==> src/rtl/uart_cmd_pkg.sv <==
// rtl/uart_cmd_pkg.sv - command/response byte codes and FSM encoding shared by the UART register command master
package uart_cmd_pkg;

  localparam int ADDR_W = 16;

  localparam logic [7:0] CMD_WR  = 8'h57;
  localparam logic [7:0] CMD_RD  = 8'h52;
  localparam logic [7:0] RSP_ACK = 8'h4B;
  localparam logic [7:0] RSP_NAK = 8'h4E;

  typedef enum logic [2:0] {
    ST_IDLE    = 3'd0,
    ST_ADDR_HI = 3'd1,
    ST_ADDR_LO = 3'd2,
    ST_DATA    = 3'd3,
    ST_WRITE   = 3'd4,
    ST_READ    = 3'd5,
    ST_RESP    = 3'd6,
    ST_NAK     = 3'd7
  } state_t;

  function automatic logic is_cmd(input logic [7:0] b);
    return (b == CMD_WR) || (b == CMD_RD);
  endfunction

endpackage

==> src/rtl/uart_resp_shifter.sv <==
// rtl/uart_resp_shifter.sv - loadable NB-byte response buffer, presented MSB first on a valid/ready byte stream
module uart_resp_shifter #(
  parameter int NB = 2
) (
  input  logic            i_clk,
  input  logic            i_reset,
  input  logic            i_load,
  input  logic [NB*8-1:0] i_load_data,
  input  logic [7:0]      i_load_cnt,
  output logic [7:0]      o_tx_data,
  output logic            o_tx_valid,
  input  logic            i_tx_ready,
  output logic            o_done
);

  logic [NB*8-1:0] r_buf;
  logic [7:0]      r_cnt;
  logic            w_accept;

  assign o_tx_valid = (r_cnt != 8'd0);
  assign o_tx_data  = r_buf[NB*8-1 -: 8];
  assign w_accept   = o_tx_valid && i_tx_ready;
  assign o_done     = w_accept && (r_cnt == 8'd1);

  always_ff @(posedge i_clk) begin
    if (i_reset) begin
      r_buf <= '0;
      r_cnt <= '0;
    end else if (i_load) begin
      r_buf <= i_load_data;
      r_cnt <= i_load_cnt;
    end else if (w_accept) begin
      r_buf <= r_buf << 8;
      r_cnt <= r_cnt - 8'd1;
    end
  end

endmodule

==> src/rtl/uart_reg_cmd_master.sv <==
// rtl/uart_reg_cmd_master.sv - parses UART bytes into register read/write commands and returns data or ACK/NAK
// Optional read timeout compiled in with UART_REG_RD_TIMEOUT_EN.
module uart_reg_cmd_master
  import uart_cmd_pkg::*;
#(
  parameter int BYTE       = 4,
  parameter int RD_TIMEOUT = 255
) (
  input  logic                i_clk,
  input  logic                i_reset,
  input  logic [7:0]          i_rx_data,
  input  logic                i_rx_valid,
  input  logic                i_rx_error,
  output logic [7:0]          o_tx_data,
  output logic                o_tx_valid,
  input  logic                i_tx_ready,
  output logic [ADDR_W-1:0]   o_addr,
  output logic [BYTE*4-1:0]   o_reg_wr_data,
  output logic                o_reg_wr_valid,
  output logic                o_rw,
  output logic                o_rd_en,
  input  logic [BYTE*4-1:0]   i_reg_rd_data,
  input  logic                i_reg_rd_valid,
  output logic                o_busy,
  output logic                o_overrun
);

  localparam int NB = BYTE / 2;
  localparam int RW = BYTE * 4;

  if (BYTE < 2 || (BYTE % 2) != 0 || RD_TIMEOUT < 1 || RD_TIMEOUT > 255) begin : g_param_check
    $error("uart_reg_cmd_master: BYTE must be even >= 2, RD_TIMEOUT in 1..255");
  end

  state_t            r_state;
  state_t            w_state_nxt;
  logic              r_is_read;
  logic              r_rw;
  logic [7:0]        r_dcnt;
  logic [ADDR_W-1:0] r_addr;
  logic [RW-1:0]     r_wr_data;
  logic              w_rx_ok;
  logic              w_timeout;
  logic              w_load;
  logic [RW-1:0]     w_load_data;
  logic [7:0]        w_load_cnt;
  logic              w_done;

  // An error strobe discards any byte arriving with it.
  assign w_rx_ok = i_rx_valid && !i_rx_error;

`ifdef UART_REG_RD_TIMEOUT_EN
  logic [7:0] r_to_cnt;

  always_ff @(posedge i_clk) begin
    if (i_reset || (r_state != ST_READ)) r_to_cnt <= '0;
    else                                 r_to_cnt <= r_to_cnt + 8'd1;
  end

  assign w_timeout = (r_state == ST_READ) && (r_to_cnt == 8'(RD_TIMEOUT - 1));
`else
  assign w_timeout = 1'b0;
`endif

  always_ff @(posedge i_clk) begin
    if (i_reset) r_state <= ST_IDLE;
    else         r_state <= w_state_nxt;
  end

  always_comb begin
    w_state_nxt = r_state;
    case (r_state)
      ST_IDLE: begin
        if (i_rx_valid) w_state_nxt = is_cmd(i_rx_data) ? ST_ADDR_HI : ST_NAK;
      end
      ST_ADDR_HI: begin
        if (i_rx_error)      w_state_nxt = ST_NAK;
        else if (i_rx_valid) w_state_nxt = ST_ADDR_LO;
      end
      ST_ADDR_LO: begin
        if (i_rx_error)      w_state_nxt = ST_NAK;
        else if (i_rx_valid) w_state_nxt = r_is_read ? ST_READ : ST_DATA;
      end
      ST_DATA: begin
        if (i_rx_error)                         w_state_nxt = ST_NAK;
        else if (i_rx_valid && r_dcnt == 8'd0)  w_state_nxt = ST_WRITE;
      end
      ST_WRITE: w_state_nxt = ST_RESP;
      ST_READ: begin
        if (i_reg_rd_valid) w_state_nxt = ST_RESP;
        else if (w_timeout) w_state_nxt = ST_NAK;
      end
      ST_RESP: if (w_done) w_state_nxt = ST_IDLE;
      ST_NAK:  if (w_done) w_state_nxt = ST_IDLE;
      default: w_state_nxt = ST_IDLE;
    endcase
  end

  always_comb begin
    o_reg_wr_valid = 1'b0;
    o_rd_en        = 1'b0;
    o_busy         = (r_state != ST_IDLE);
    o_overrun      = 1'b0;
    w_load         = 1'b0;
    w_load_data    = '0;
    w_load_cnt     = 8'd0;
    case (r_state)
      ST_WRITE: begin
        o_reg_wr_valid          = 1'b1;
        o_overrun               = i_rx_valid;
        w_load                  = 1'b1;
        w_load_data[RW-1 -: 8]  = RSP_ACK;
        w_load_cnt              = 8'd1;
      end
      ST_READ: begin
        o_rd_en   = 1'b1;
        o_overrun = i_rx_valid;
        if (i_reg_rd_valid) begin
          w_load      = 1'b1;
          w_load_data = i_reg_rd_data;
          w_load_cnt  = 8'(NB);
        end
      end
      ST_RESP, ST_NAK: o_overrun = i_rx_valid;
      default: ;
    endcase
    if (w_state_nxt == ST_NAK && r_state != ST_NAK) begin
      w_load                 = 1'b1;
      w_load_data            = '0;
      w_load_data[RW-1 -: 8] = RSP_NAK;
      w_load_cnt             = 8'd1;
    end
  end

  always_ff @(posedge i_clk) begin
    if (i_reset) begin
      r_addr    <= '0;
      r_wr_data <= '0;
      r_is_read <= 1'b0;
      r_rw      <= 1'b0;
      r_dcnt    <= '0;
    end else begin
      case (r_state)
        ST_IDLE: if (i_rx_valid && is_cmd(i_rx_data)) r_is_read <= (i_rx_data == CMD_RD);
        ST_ADDR_HI, ST_ADDR_LO: if (w_rx_ok) r_addr <= (r_addr << 8) | ADDR_W'(i_rx_data);
        ST_DATA: begin
          if (w_rx_ok) begin
            r_wr_data <= (r_wr_data << 8) | RW'(i_rx_data);
            r_dcnt    <= r_dcnt - 8'd1;
          end
        end
        default: ;
      endcase
      if (r_state == ST_ADDR_LO && w_state_nxt == ST_DATA) r_dcnt <= 8'(NB - 1);
      // rw stays high through the read response and clears once the frame is finished
      if (w_state_nxt == ST_READ)                                r_rw <= 1'b1;
      else if (w_state_nxt == ST_IDLE || w_state_nxt == ST_NAK)  r_rw <= 1'b0;
    end
  end

  assign o_addr        = r_addr;
  assign o_reg_wr_data = r_wr_data;
  assign o_rw          = r_rw;

  uart_resp_shifter #(.NB(NB)) u_resp (
    .i_clk       (i_clk),
    .i_reset     (i_reset),
    .i_load      (w_load),
    .i_load_data (w_load_data),
    .i_load_cnt  (w_load_cnt),
    .o_tx_data   (o_tx_data),
    .o_tx_valid  (o_tx_valid),
    .i_tx_ready  (i_tx_ready),
    .o_done      (w_done)
  );

endmodule

==> config.mk <==
export PLATFORM = sky130hd
export DESIGN_NAME = uart_reg_cmd_master
export DESIGN_NICKNAME = d
export VERILOG_FILES = /design/src/rtl/uart_cmd_pkg.sv /design/src/rtl/uart_resp_shifter.sv /design/src/rtl/uart_reg_cmd_master.sv
export SDC_FILE = /design/constraint.sdc
export NUM_CORES = 1
export LEC_CHECK = 0
export CORE_UTILIZATION = 46
export CTS_BUF_LIST = sky130_fd_sc_hd__clkbuf_16
export DETAILED_ROUTE_END_ITERATION = 8
export PLACE_DENSITY = 0.77
export SLEW_MARGIN = 10
export SYNTH_ARGS = -nofsm -noshare
export SYNTH_HDL_FRONTEND = slang
export SYNTH_HIERARCHICAL = 1
export SYNTH_SLANG_ARGS = --single-unit
==> constraint.sdc <==
create_clock -name i_clk -period 4 [get_ports i_clk]
set_input_delay 1.2 -clock i_clk [delete_from_list [all_inputs] [get_ports i_clk]]
set_output_delay 1.2 -clock i_clk [all_outputs]
set_load 0.01 [all_outputs]
==> results of run 1 <==
[through the flow]
| stage | hold WS (ps) | area, µm² | cells | power, mW |
|---|---|---|---|---|
| 6_report | 453.6 | 4657 | 595 | 2.899 |
| 5_1_grt | 484.7 | 4657 | 595 | 3.090 |
| 4_1_cts | 455.0 | 4637 | 595 | 2.888 |
| 3_5_place_dp | 447.0 | 4345 | 579 | 2.100 |
| 3_3_place_gp | 442.4 | 4345 | 579 | 2.069 |
| 2_1_floorplan | 448.6 | 3491 | 422 | 1.723 |
[how the worst max path moves through the flow]
stage / startpoint / end / slack [ps] / depth (start not counted)
finish: i_tx_ready / u_resp/r_buf[14] / 170 / 11
detailed placement: i_tx_ready / u_resp/r_buf[14] / -300 / 11
global placement: i_tx_ready / u_resp/r_cnt[2] / -200 / 12
CTS: i_tx_ready / u_resp/r_buf[14] / 40 / 11
floorplan: i_tx_ready / u_resp/r_cnt[2] / 10 / 12
global route: i_tx_ready / u_resp/r_cnt[0] / 40 / 12
[registers in the layout (all words and copies together) (netlist names)]
name	flops
o_rw	1
r_is_read	1
u_resp/r_buf	16
r_dcnt	8
o_reg_wr_data	16
r_state	3
u_resp/r_cnt	8
o_addr	16
[power by group]
group / total, mW / internal (mW) / switching (mW)
registers: 0.912 / 0.787 / 0.125
clock network: 0.772 / 0.477 / 0.295
logic: 1.21 / 0.581 / 0.634
[cell families (layout without fill, tap and decap cells)]
logic type / after synthesis / after routing / synth area share
adders and majority gates: 4 / 4 / 0.01442
buffers and inverters: 56 / 130 / 0.07390
and+or+nand+nor: 179 / 179 / 0.2664
DFF: 69 / 69 / 0.3980
xor gates and xnor gates: 14 / 14 / 0.03533
AOI/OAI and AO/OA: 78 / 78 / 0.1647
muxes: 16 / 16 / 0.04614
other: 1 / 6 / 0.001080
[repair_timing]
| item | CTS | global route |
|---|---|---|
| setup buffers | 0 | 0 |
| endpoints found under the setup margin | 0 | 23 |
| hold endpoints to repair | 0 | 0 |
| resized for setup | 0 | 5 |
| hold buffers | 0 | 0 |
[per-layer routing]
| metal | global-route usage | part of all wire | vias up |
|---|---|---|---|
| li1 | - | - | 1594 |
| met1 | 0.2745 | 0.44 | 1457 |
| met2 | 0.3769 | 0.47 | 87 |
| met3 | 0.07463 | 0.066 | 11 |
| met4 | 0.09677 | 0.016 | 0 |
| met5 | 0 | 0 | - |
[layout make-up]
class / count / share of cell area
Clock buffer: 9 / 0.04836
Clock inverter: 7 / 0.01424
Inverter: 21 / 0.01693
Multi-Input combinational cell: 297 / 0.4027
Sequential cell: 69 / 0.2966
Tap cell: 99 / 0.02660
Timing Repair Buffer: 93 / 0.1945
[cells in the final DEF, fill, tap and decap left out, types with 6 or more instances in the layout]
cell type and instances:
nor2b_1 6, mux2i_1 16, nor2_1 31, xnor2_1 7
o21ai_0 6, a21oi_1 32, and2_1 13, xor2_1 7
nand2_1 47, conb_1 6, a2111oi_2 6, nand2b_1 6
clkdlybuf4s50_1 74, buf_4 16, dfxtp_1 69, nor3_1 33
clkbuf_16 9, a211oi_1 7, inv_1 21, nand3_1 12
[tightest hold or removal path, cell delays in order, from the launching register on]
cell and delay (ps):
dfxtp_1 310, nand2_1 50, a21oi_1 50
==> run metrics, run 1 <==
share of layout cells above drive strength 1 0.1109; cell depth of the worst hold path 2; Syn-to-layout area delta 34.17%; terminating pin of the worst hold path o_reg_wr_data[8]; post-placement worst setup slack -295.8 ps; Iteration-0 DRC Markers roughly 150; initial cell density of the core 0.4760; most frequent cells after synthesis 69 x dfxtp_1, 47 x nand2_1, 33 x nor3_1; part of the cycle the worst path needs 0.9581; Sequential Area ~0.0014 mm²; normalized max-slew margin 0.4948; multi-input combinational cell area about 0.0019 mm²; max-cap violation count 0; utilization of the core after routing 0.6386; slew at the pin closest to its max-slew limit 757.8 ps; post-detailed-route wirelength per cell about 15 µm; total congestion overflow after global routing 0; Pwr per Cell Area between 600 and 700 mW/mm²; EDFF count, synth 0; final slew viol count 0; status complete, no violations; critical path data arrival time 4030 ps; average vias per placed instance roughly 5.3; Fin Clk Skew 5.783 ps; die area approximately 0.0079 mm²; count of antenna diodes in the layout 0; IO Pins 76; drt pass-1 iters 4; distinct cell type count of the synthesized netlist 60; count of warnings emitted by yosys 6; critical path fanouts, max 34; buffering stage count on the worst path with inverters included 2; post-synth top area share 0.3980; worst reg2reg setup slack 850 ps; crit path cell chain clkdlybuf4s50_1 -> or3b_2 -> nor4b_2 -> a21boi_1 -> o21a_1 -> or3_2 -> a21boi_2 -> o21ai_2 -> buf_12 -> nor3_1 -> a2111oi_2; Tmin final 3832 ps; number of levels in the clock H-tree 3; netlist area before placement about 0.0035 mm²; slowest CP cell or3_2; post-detailed-routing wire length roughly 8600 µm; critical path required time 4200 ps; nets roughly 530; Global Route Usage Sum 0.2290; CTS sink count 69; CP endpoint kind flip-flop; cell chosen for the clock root clkbuf_16; worst-skew pair later-pin latency roughly 330 ps; Area contributors post-synth dfxtp_1 40%, nand2_1 5.1%, nor3_1 4.8%; final sum of negative setup slack 0 ps; Fin. Hold Viols 0; Fillers between 600 and 700; CTS tree built; launching element type of the critical path input pin; launch instance of the worst min-delay path o_reg_wr_data[8]; achievable clock frequency around 260 MHz; top flip-flop cell by instance count after synthesis dfxtp_1; setup-violating endpoint count in the final report 0; number of buffers on the longest clock path 2; Seq cells post-synth just under 70; detailed-placement wirelength estimate around 6000 µm; CTS clk-pin slew, worst paths around 60 ps; maximum VDD drop roughly 0.00032 V; leakage component of the power between 1.5 and 2 nW; overall die height 88.87 µm; share of flip-flops with an asynchronous set or reset after synthesis 0; Core Box Area around 0.0073 mm²; placer's final routability congestion estimate approximately 0.84; largest delay contributor family on the critical path simple AND/OR/NAND/NOR gates; RSZ-0062 raised after global routing no; worst r2r src u_resp/r_cnt[4]; vias in the first global route roughly 3000; setup slack after layout roughly 170 ps; antenna violations before repair 0; cell count after synthesis roughly 420; worst min path class reg2reg; via count between 3000 and 4000; first-pass GRT wire length about 14000 µm; most frequently used cell type in the post-synthesis netlist dfxtp_1; number of nets with antenna violations after detailed routing 0; delay of the slowest critical-path stage approximately 500 ps; pin count of the biggest net entering global routing 38; Inserted Clock Buffers 9; capture point of the worst reg-to-reg path u_resp/r_buf[14]; DRC violations left 0; Post-Synthesis Mean Instance Area between 8 and 9 µm²; WS Path Type in2reg; number of placement rows 31; IO Port Bufs 75; post-synthesis sequential area ratio 0.3980; largest area contributor in the netlist dfxtp_1; Worst Reg-to-Reg Cells 10; die outline width roughly 90 µm
(Power assumes the default switching activity.)
==> run 2: changes to the inputs <==
--- a/config.mk
+++ b/config.mk
@@ -14,3 +14,4 @@
 export SYNTH_HDL_FRONTEND = slang
 export SYNTH_HIERARCHICAL = 1
 export SYNTH_SLANG_ARGS = --single-unit
+export TNS_END_PERCENT = 100
==> results of run 2 <==
The final DEF is identical to that of run 1; final timing and power are the same.
==> run 3: changes to the inputs <==
--- a/config.mk
+++ b/config.mk
@@ -5,10 +5,9 @@
 export SDC_FILE = /design/constraint.sdc
 export NUM_CORES = 1
 export LEC_CHECK = 0
-export CORE_UTILIZATION = 46
+export CORE_UTILIZATION = 37
 export CTS_BUF_LIST = sky130_fd_sc_hd__clkbuf_16
 export DETAILED_ROUTE_END_ITERATION = 8
-export PLACE_DENSITY = 0.77
 export SLEW_MARGIN = 10
 export SYNTH_ARGS = -nofsm -noshare
 export SYNTH_HDL_FRONTEND = slang
==> run 3 against run 2 <==
Net effect:
- clock skew increased by 1.8 ps
- setup slack got worse by 38 ps
- register-to-register slack got worse by 60 ps
- critical path depth unchanged
==> run metrics, run 3 (synthesized netlist as in run 1, its figures left out) <==
DRC violations left 0 (unchanged); most frequent standard cell in the layout excluding fill and tap cells clkdlybuf4s50_1; via count 3101 (-1.5%); worst-skew pair later-pin latency 330 ps (about the same); CTS sink count 69 (unchanged); worst min path class reg2reg; maximum VDD drop 0.0002729 V (-16%); vias in the first global route 2898 (-2.7%); Global Route Usage Sum 0.1786 (-0.05039); die area 0.009772 mm² (+24%); final non-filler cell total 606 (+1.8%); Fin. Hold Viols 0 (unchanged); post-detailed-route wirelength per cell 14.14 µm (-2.5%); drt pass-1 iters 4 (unchanged); final slew viol count 0 (unchanged); overall die height 98.86 µm (+11%); utilization of the core after routing 0.5293 (-0.1094); CP endpoint kind flip-flop; slowest CP cell or3_2; CTS clk-pin slew, worst paths 60 ps (about the same); buffering stage count on the worst path with inverters included 2 (unchanged); share of layout cells above drive strength 1 0.1124 (+0.001563); normalized max-slew margin 0.5123 (+0.01749); antenna violations before repair 0 (unchanged); initial cell density of the core 0.3904 (-0.08560); commonest non-fill, non-tap cells in the layout 74 x clkdlybuf4s50_1, 69 x dfxtp_1, 47 x nand2_1; part of the cycle the worst path needs 0.9675 (+0.009399); number of buffers on the longest clock path 2 (unchanged); post-detailed-routing wire length 8571 µm (-0.66%); relative contribution of combinational cells to total power 0.408 (-0.011); relative contribution of the clock network to total power 0.284 (+0.018); leakage component of the power 1.670 nW (+1.6%); Inserted Clock Buffers 9 (unchanged); Fin Clk Skew 7.590 ps (+1.807 ps); delay of the slowest critical-path stage 500 ps (about the same); critical path fanouts, max 26 (-24%); Syn-to-layout area delta 35.58%; die outline width 98.86 µm (+11%); RSZ-0062 raised after global routing yes; critical path required time 4180 ps (-20 ps); number of placement rows 34 (+9.7%); IO Port Bufs 75 (unchanged); status complete, no violations; internal power consumption 1.910 mW (+3.5%); first-pass GRT wire length 13990 µm (+1.5%); part of the power in registers 0.308 (-0.007); launching element type of the critical path input pin; count of placed standard cells including taps 590 (+1.9%); total congestion overflow after global routing 0 (unchanged); pin count of the biggest net entering global routing 38 (unchanged); buffers inserted by post-CTS timing repair 0 (unchanged); switching portion of total power 0.3567 (-0.006691); Switching Power 1.059 mW (+0.51%); Core Box Area 0.008891 mm² (+22%); Iteration-0 DRC Markers 126 (-18%); average vias per placed instance 5.117 (-3.3%); Tmin final 3870 ps (+37.60 ps); CTS tree built; placement-stage cell area 0.004372 mm² (+0.60%); detailed-placement wirelength estimate 5925 µm (+0.71%); WS Path Type in2reg; slew at the pin closest to its max-slew limit 731.6 ps (-26.23 ps); setup-violating endpoint count in the final report 0 (unchanged); largest delay contributor family on the critical path simple AND/OR/NAND/NOR gates; achievable clock frequency 258.4 MHz (-0.97%); Pwr per Cell Area 630.8 mW/mm² (+1.3%); Layout Cell Area excl Fill 0.004706 mm² (+1.0%); max-cap violation count 0 (unchanged); number of nets with antenna violations after detailed routing 0 (unchanged); critical path data arrival time 4050 ps (+20 ps); nets 527 (+0.38%); crit path cell chain clkdlybuf4s50_1 -> or3b_2 -> nor4b_2 -> a21boi_0 -> o21a_1 -> or3_2 -> a21boi_2 -> o21ai_2 -> buf_12 -> nor3_1 -> a2111oi_2; cell chosen for the clock root clkbuf_16; placer's final routability congestion estimate 0.8914 (+5.7%); number of levels in the clock H-tree 3 (unchanged); hold slack final 455.7 ps (+2.060 ps); IO Pins 76 (unchanged); count of antenna diodes in the layout 0 (unchanged)
[run 3: changes by cell type in the layout (fill, tap and decap cells not counted)]
| cell | change |
|---|---|
| a21boi_0 | +1 |
| a21boi_1 | -1 |
| a2111oi_1 | +1 |
| inv_6 | +1 |
| bufinv_16 | +1 |
| clkinvlp_4 | -2 |
| clkinv_1 | +1 |
| buf_4 | +2 |
| nor3_2 | +1 |
| a2111oi_2 | -1 |
| clkinv_2 | -1 |
| nor3_1 | -1 |
[run 3: layout make-up]
cell class / count / area (µm²)
Multi-Input combinational cell: 297 / 1876
Clock inverter: 7 / 88.84
Clock buffer: 9 / 225.2
Fill cell: 817 / 4185
Tap cell: 108 / 135.1
Inverter: 21 / 78.83
Timing Repair Buffer: 95 / 920.9
Sequential cell: 69 / 1381
[run 3: worst paths after layout]
path	startpoint	end	slack [ps]	cells past startpoint
setup / recovery	i_tx_ready	u_resp/r_buf[8]	130	11
hold reg to reg	o_reg_wr_data[10]	o_reg_wr_data[10]	460	2
setup reg to reg	u_resp/r_cnt[4]	u_resp/r_buf[8]	790	10
hold / removal	o_reg_wr_data[10]	o_reg_wr_data[10]	460	2
[run 3: through the flow]
| step | TNS (ps) | power, mW | worst slack (ps) |
|---|---|---|---|
| 2_1_floorplan | 0 | 1.723 | 10.18 |
| 3_3_place_gp | -5610 | 2.098 | -275.7 |
| 3_5_place_dp | -6725 | 2.111 | -329.3 |
| 4_1_cts | 0 | 2.964 | 13.00 |
| 5_1_grt | -66.10 | 3.151 | -59.87 |
| 6_report | 0 | 2.968 | 130.2 |
[run 3: worst reg2reg max path, cell delays in order (launching register included)]
cell and delay (ps):
dfxtp_1 360, or4_1 710, nor4b_2 320, a21boi_0 160, o21a_1 170, or3_2 500, a21boi_2 170, o21ai_2 110
buf_12 180, nor3_1 290, a2111oi_2 90
[run 3: power by group through the flow]
| stage | clock, mW | sequential (mW) | combinational (mW) |
|---|---|---|---|
| final | 0.843 | 0.915 | 1.21 |
| after global routing | 0.886 | 0.933 | 1.33 |
| after CTS | 0.859 | 0.914 | 1.19 |
| after detailed placement | 0 | 0.927 | 1.18 |
| after global placement | 0 | 0.924 | 1.17 |
| after floorplan | 0 | 0.868 | 0.855 |
[run 3: layer usage]
layer / part of all wire / wire (µm) / up-vias / track usage
met5: 0 / 0 / - / 0
met4: 0.015 / 131 / 0 / 0.07118
met3: 0.067 / 576 / 11 / 0.05957
met2: 0.44 / 3788 / 77 / 0.2840
met1: 0.48 / 4074 / 1418 / 0.2225
li1: - / - / 1595 / -
[run 3: repair_timing]
action	4_1_cts	5_1_grt
hold buffers	0	0
resized for setup	0	4
setup endpoints to repair	0	23
